File: config.mk
export PLATFORM = sky130hd
export DESIGN_NAME = pipe_elastic_delay
export DESIGN_NICKNAME = d
export VERILOG_FILES = /design/src/rtl/pipe_elastic_delay.sv
export SDC_FILE = /design/constraint.sdc
export NUM_CORES = 1
export LEC_CHECK = 0
export CAP_MARGIN = 15
export CORE_AREA = 2 2 39 41
export DETAILED_ROUTE_END_ITERATION = 16
export DIE_AREA = 0 0 41 43
export DONT_BUFFER_PORTS = 1
export PLACE_DENSITY_LB_ADDON = 0.15
export SLEW_MARGIN = 40
export SYNTH_ARGS = -nofsm -noshare
export SYNTH_HDL_FRONTEND = slang
export SYNTH_SLANG_ARGS = --single-unit
File: constraint.sdc
create_clock -name CLK -period 1.1 [get_ports CLK]
set_input_delay 0 -clock CLK [delete_from_list [all_inputs] [get_ports CLK]]
set_output_delay 0 -clock CLK [all_outputs]
set_load 0.005 [all_outputs]
File: src/rtl/pipe_elastic_delay.sv
// pipe_elastic_delay: STAGE-deep elastic delay line with valid/ready, bubble collapse, flush and occupancy.
// Define PIPE_ELASTIC_DATA_CLEAR_EN to zero data registers whenever their stage is empty.
module pipe_elastic_delay #(
  parameter int SIZE = 8,
  parameter int STAGE = 1,
  localparam int OCC_W = (STAGE == 0) ? 1 : $clog2(STAGE + 1)
) (
  input  logic             CLK,
  input  logic             RESET,
  input  logic             FLUSH,
  input  logic             IN_VALID,
  output logic             IN_READY,
  input  logic [SIZE-1:0]  IN_DATA,
  output logic             OUT_VALID,
  input  logic             OUT_READY,
  output logic [SIZE-1:0]  OUT_DATA,
  output logic [OCC_W-1:0] OCCUPANCY
);
  if (STAGE == 0) begin : g_wire
    logic unused_clk_rst;
    assign unused_clk_rst = CLK ^ RESET;
    assign IN_READY = OUT_READY & ~FLUSH;
    assign OUT_VALID = IN_VALID & ~FLUSH;
    assign OUT_DATA = IN_DATA;
    assign OCCUPANCY = '0;
  end else begin : g_pipe
    logic [STAGE:1] v_q, v_d;
    logic [STAGE:0] v_in;
    logic [STAGE+1:1] r;
    logic [SIZE-1:0] d_q [1:STAGE];
    logic [SIZE-1:0] d_d [1:STAGE];
    logic [SIZE-1:0] d_in [0:STAGE-1];
    logic [OCC_W-1:0] occ_q, occ_d;
    assign v_in = {v_q, IN_VALID};
    always_comb begin
      r[STAGE+1] = OUT_READY;
      for (int k = STAGE; k >= 1; k--) r[k] = ~v_q[k] | r[k+1];
      d_in[0] = IN_DATA;
      for (int k = 1; k < STAGE; k++) d_in[k] = d_q[k];
      v_d = v_q;
      d_d = d_q;
      for (int k = 1; k <= STAGE; k++) begin
        if (r[k]) begin
          v_d[k] = v_in[k-1];
          if (v_in[k-1]) d_d[k] = d_in[k-1];
        end
      end
      if (RESET | FLUSH) begin
        v_d = '0;
        d_d = d_q;
      end
`ifdef PIPE_ELASTIC_DATA_CLEAR_EN
      for (int k = 1; k <= STAGE; k++) if (!v_d[k]) d_d[k] = '0;
`endif
      occ_d = '0;
      for (int k = 1; k <= STAGE; k++) occ_d = occ_d + OCC_W'(v_d[k]);
    end
    always_ff @(posedge CLK) begin
      if (RESET) begin
        v_q <= '0;
        occ_q <= '0;
      end else begin
        v_q <= v_d;
        occ_q <= occ_d;
      end
    end
    // data registers carry no reset; d_d already encodes any clearing
    always_ff @(posedge CLK) d_q <= d_d;
    assign IN_READY = r[1] & ~FLUSH;
    assign OUT_VALID = v_q[STAGE] & ~FLUSH;
    assign OUT_DATA = d_q[STAGE];
    assign OCCUPANCY = occ_q;
  end
endmodule

=== Yosys cells after proc, flatten, opt, wreduce, memory -nomap -nowiden ===
Index checks and enable logic that the tools add are counted.

* Register bits after elaboration: 9
* Bits in latches: 0
* Memory bits (writable): 0
* ROM bits: 0
* Output and inout bits: 11
* Word-level logic and storage cells: 11
* Memories kept: 0

* Add/subtract/negate cells: 0
* Multipliers: 0
* Div/mod/pow operators: 0
* Order comparisons: 0
* Eq/ne operators: 0
* Shift-type cells: 0
* Mux-type cells: 0
* Bitwise logic cells: 7
* Reduce and logical (&&, ||, !) cells: 2

{| class="wikitable"
|+ Operators by type and width
! kind !! count
|-
| NOT 1 bit || 3
|-
| AND reduction 3 bit || 1
|-
| bitwise AND 1 bit || 2
|-
| bitwise OR 1 bit || 2
|-
| OR reduction 2 bit || 1
|}

=== Depth between registers and ports, before layout ===
* Depth after elaboration: 3
* Depth in mapped cells: 2

=== Least setup slack after synthesis ===
Ideal clock, no wire load.

* Path type: reg2reg
* Start: reg, netlist name OCCUPANCY
* End: reg g_pipe.d_q, in the netlist OUT_DATA[0] (enable)
* Setup time: 0.332 ns
* Arrival: 0.787 ns
* Required time: 0.768 ns
* Setup slack: -0.019 ns
* Cell stages (with the launch flop): 3
* Period minus slack after synthesis: 1.119 ns
* Cell sequence: dfxtp_1 nor2b_4 and3b_1

{| class="wikitable"
|+ RTL lines
! item !! line !! RTL
|-
| end signal, assigned || 68 || <nowiki>always_ff @(posedge CLK) d_q <= d_d;</nowiki>
|-
| end, declared || 30 || <nowiki>logic [SIZE-1:0] d_q [1:STAGE];</nowiki>
|}

==> results.json <==
{
  "cp-end-kind": "flip-flop",
  "clockBufferDepth": 2,
  "wl_met3_um": 52,
  "clk_latency_ns": 0.25,
  "setup_viol": 0,
  "hp-class": "in -> out",
  "cap_violations": 0,
  "max_freq_mhz": 926,
  "synthCells": 15,
  "antennaDiodeCount": 0,
  "path_clk_slew_ns": 0.06,
  "holdPathStages": 1,
  "r2r_cells": 2,
  "netlist.area_leader.share_pct": 79.0,
  "period_needed_ns": 1.08,
  "root_buffer": "clkbuf_4",
  "path_max_fanout": 8,
  "rsz0062_at_grt": "yes",
  "crit_buf_inv": 0,
  "synth.avg_cell_area_um2": 20.3,
  "syn-num-nets": 28,
  "cts-htree-levels": 1,
  "power.leakage_nw": 0.171,
  "criticalPathCategory": "reg -> reg",
  "regToRegSetupSlack_ns": 0.02,
  "place.port_buffers": 0,
  "grt_pass1_vias": 199,
  "worstPathArrival_ns": 1.03,
  "drt_wl_total_um": 570,
  "ios": 24,
  "viasPerCell": 4.02,
  "nets": 46,
  "crit_chain": "nor2b_4, and3b_2",
  "placed_area_um2": 340,
  "grt_pass1_wl_um": 779,
  "initial_core_util_pct": 22.0,
  "finalSetupTns_ns": 0,
  "synth_edf_count": 8,
  "synthMostInstantiatedCell": "edfxtp_1",
  "finalInstanceArea_um2": 478,
  "cts-buffers-inserted": 3,
  "gr-total-overflow": 0,
  "yosys_warnings": 0,
  "yosysUniqueCellTypes": 7,
  "drc": 0,
  "crit_path_start_kind": "flip-flop",
  "ys_seq_area_share_pct": 85.6,
  "drtIter0Drc": 0,
  "max_stage_delay_ns": 0.34,
  "die-height_um": 43,
  "hold_start": "FLUSH",
  "crit_slowest_cell": "and3b_2",
  "hold_violations": 0,
  "crit_required_ns": 1.05,
  "cts_tree": "done",
  "cp.depth": 2,
  "holdPathEnd": "OUT_VALID",
  "wl_per_cell_um": 11.9,
  "worstMarginPinSlew_ns": 0.192,
  "maxSlewViolCount": 0,
  "met1_length_um": 223,
  "r2r-end": "OUT_DATA[5]",
  "design.core.area_mm2": 0.00138,
  "grt_max_degree": 9,
  "syn_area_um2": 304,
  "first_pass_iters": 1,
  "fin_crit_sh_pct": 98.2,
  "gp_congestion": 0.490,
  "fill_cells": 148,
  "wl_met2_um": 293,
  "status": "finished clean",
  "routed.top_layer": "met3",
  "holdWs_ns": 0.0325,
  "die-area_mm2": 0.00176,
  "synth-seq-cells": 9,
  "die_w_um": 41,
  "crit_family": "simple AND/OR/NAND/NOR gates",
  "clkSinkCount": 9,
  "drive_above_1_share_pct": 25.0,
  "peakVddDrop_uv": 350,
  "rows": 14,
  "powerDensity_mw_per_mm2": 1430,
  "synthFlopType": "edfxtp_1",
  "gr-usage-all-layers_pct": 7.72,
  "synth.largest_area_cell": "edfxtp_1",
  "max-slew-margin-rel_pct": 87.2,
  "vias": 193,
  "area_growth_pct": 57.2,
  "synthTopCellsByArea": "edfxtp_1 79%, dfxtp_1 6.6%, nor2b_4 4.5%",
  "synthArstFlopShare_pct": 0,
  "skew_ns": 0.00177,
  "ys_top_cells_by_count": "8 x edfxtp_1, 2 x nor2_1",
  "r2r_start": "OCCUPANCY",
  "antenna_found_initial": 0,
  "drtAntennaViolNets": 0
}
-- sequential cells by signal, indices dropped and copies added (netlist names) --
signal / cells
OCCUPANCY: 1
OUT_DATA: 8
-- final cells by class --
class | count | area [µm²] | share of cell area, %
Multi-Input combinational cell | 6 | 45.0 | 9.42
Sequential cell | 9 | 262 | 54.7
Tap cell | 16 | 20.0 | 4.19
Timing Repair Buffer | 13 | 125 | 26.2
Clock buffer | 4 | 26.3 | 5.50
-- worst max-delay path by stage --
stage          startpoint          end
2_1_floorplan   OCCUPANCY  OUT_DATA[0]
3_3_place_gp    OCCUPANCY  OUT_DATA[7]
3_5_place_dp    OCCUPANCY  OUT_DATA[1]
4_1_cts         OCCUPANCY  OUT_DATA[1]
5_1_grt         OCCUPANCY  OUT_DATA[2]
6_report        OCCUPANCY  OUT_DATA[5]
-- placed cells by master (no fill, tap or decap) --
master	synthesis	final
nor2b_1	1	1
dlygate4sd3_1	0	11
clkbuf_4	0	3
and3b_2	0	1
edfxtp_1	8	8
clkbuf_1	0	1
dfxtp_2	0	1
nor2b_4	1	1
buf_4	0	2
o21a_1	1	1
nor2_1	2	2
-- through the flow --
stage / setup WS [ns] / utilization (%) / power (mW) / std cells
2_1_floorplan: 0.0532 / - / 0.407 / 15
3_3_place_gp: 0.0328 / 24.6 / 0.414 / 33
3_5_place_dp: 0.0123 / 24.6 / 0.415 / 33
4_1_cts: 0.00399 / 34.4 / 0.700 / 48
5_1_grt: -0.0279 / 34.5 / 0.727 / 48
6_report: 0.0202 / 34.5 / 0.685 / 48
-- power breakdown --
part	switching, mW	internal (mW)
Sequential	0.00468	0.384
Combinational	0.0138	0.0347
Clock	0.108	0.139
Total	0.126	0.558
-- kinds of logic (layout without fill, tap and decap cells) --
kind of cell | Yosys count | in the layout | synth area share, %
flops | 9 | 9 | 85.6
simple gates | 5 | 5 | 11.9
compound gates | 1 | 1 | 2.47
buf+inv | 0 | 17 | 0
-- metal layers --
layer  global-route usage [%]  vias up
li1                         -       89
met1                     5.67       88
met2                     10.9       16
met3                     6.28        0
met4                     8.00        0
met5                        0        -
-- what timing repair did --
item | 4_1_cts | 5_1_grt
endpoints found under the setup margin | 0 | 8
gates resized for setup | 0 | 1
endpoints found under the hold margin | 9 | 0
hold buffers | 11 | 0
buffers inserted | 0 | 0
(Power assumes the default switching activity.)
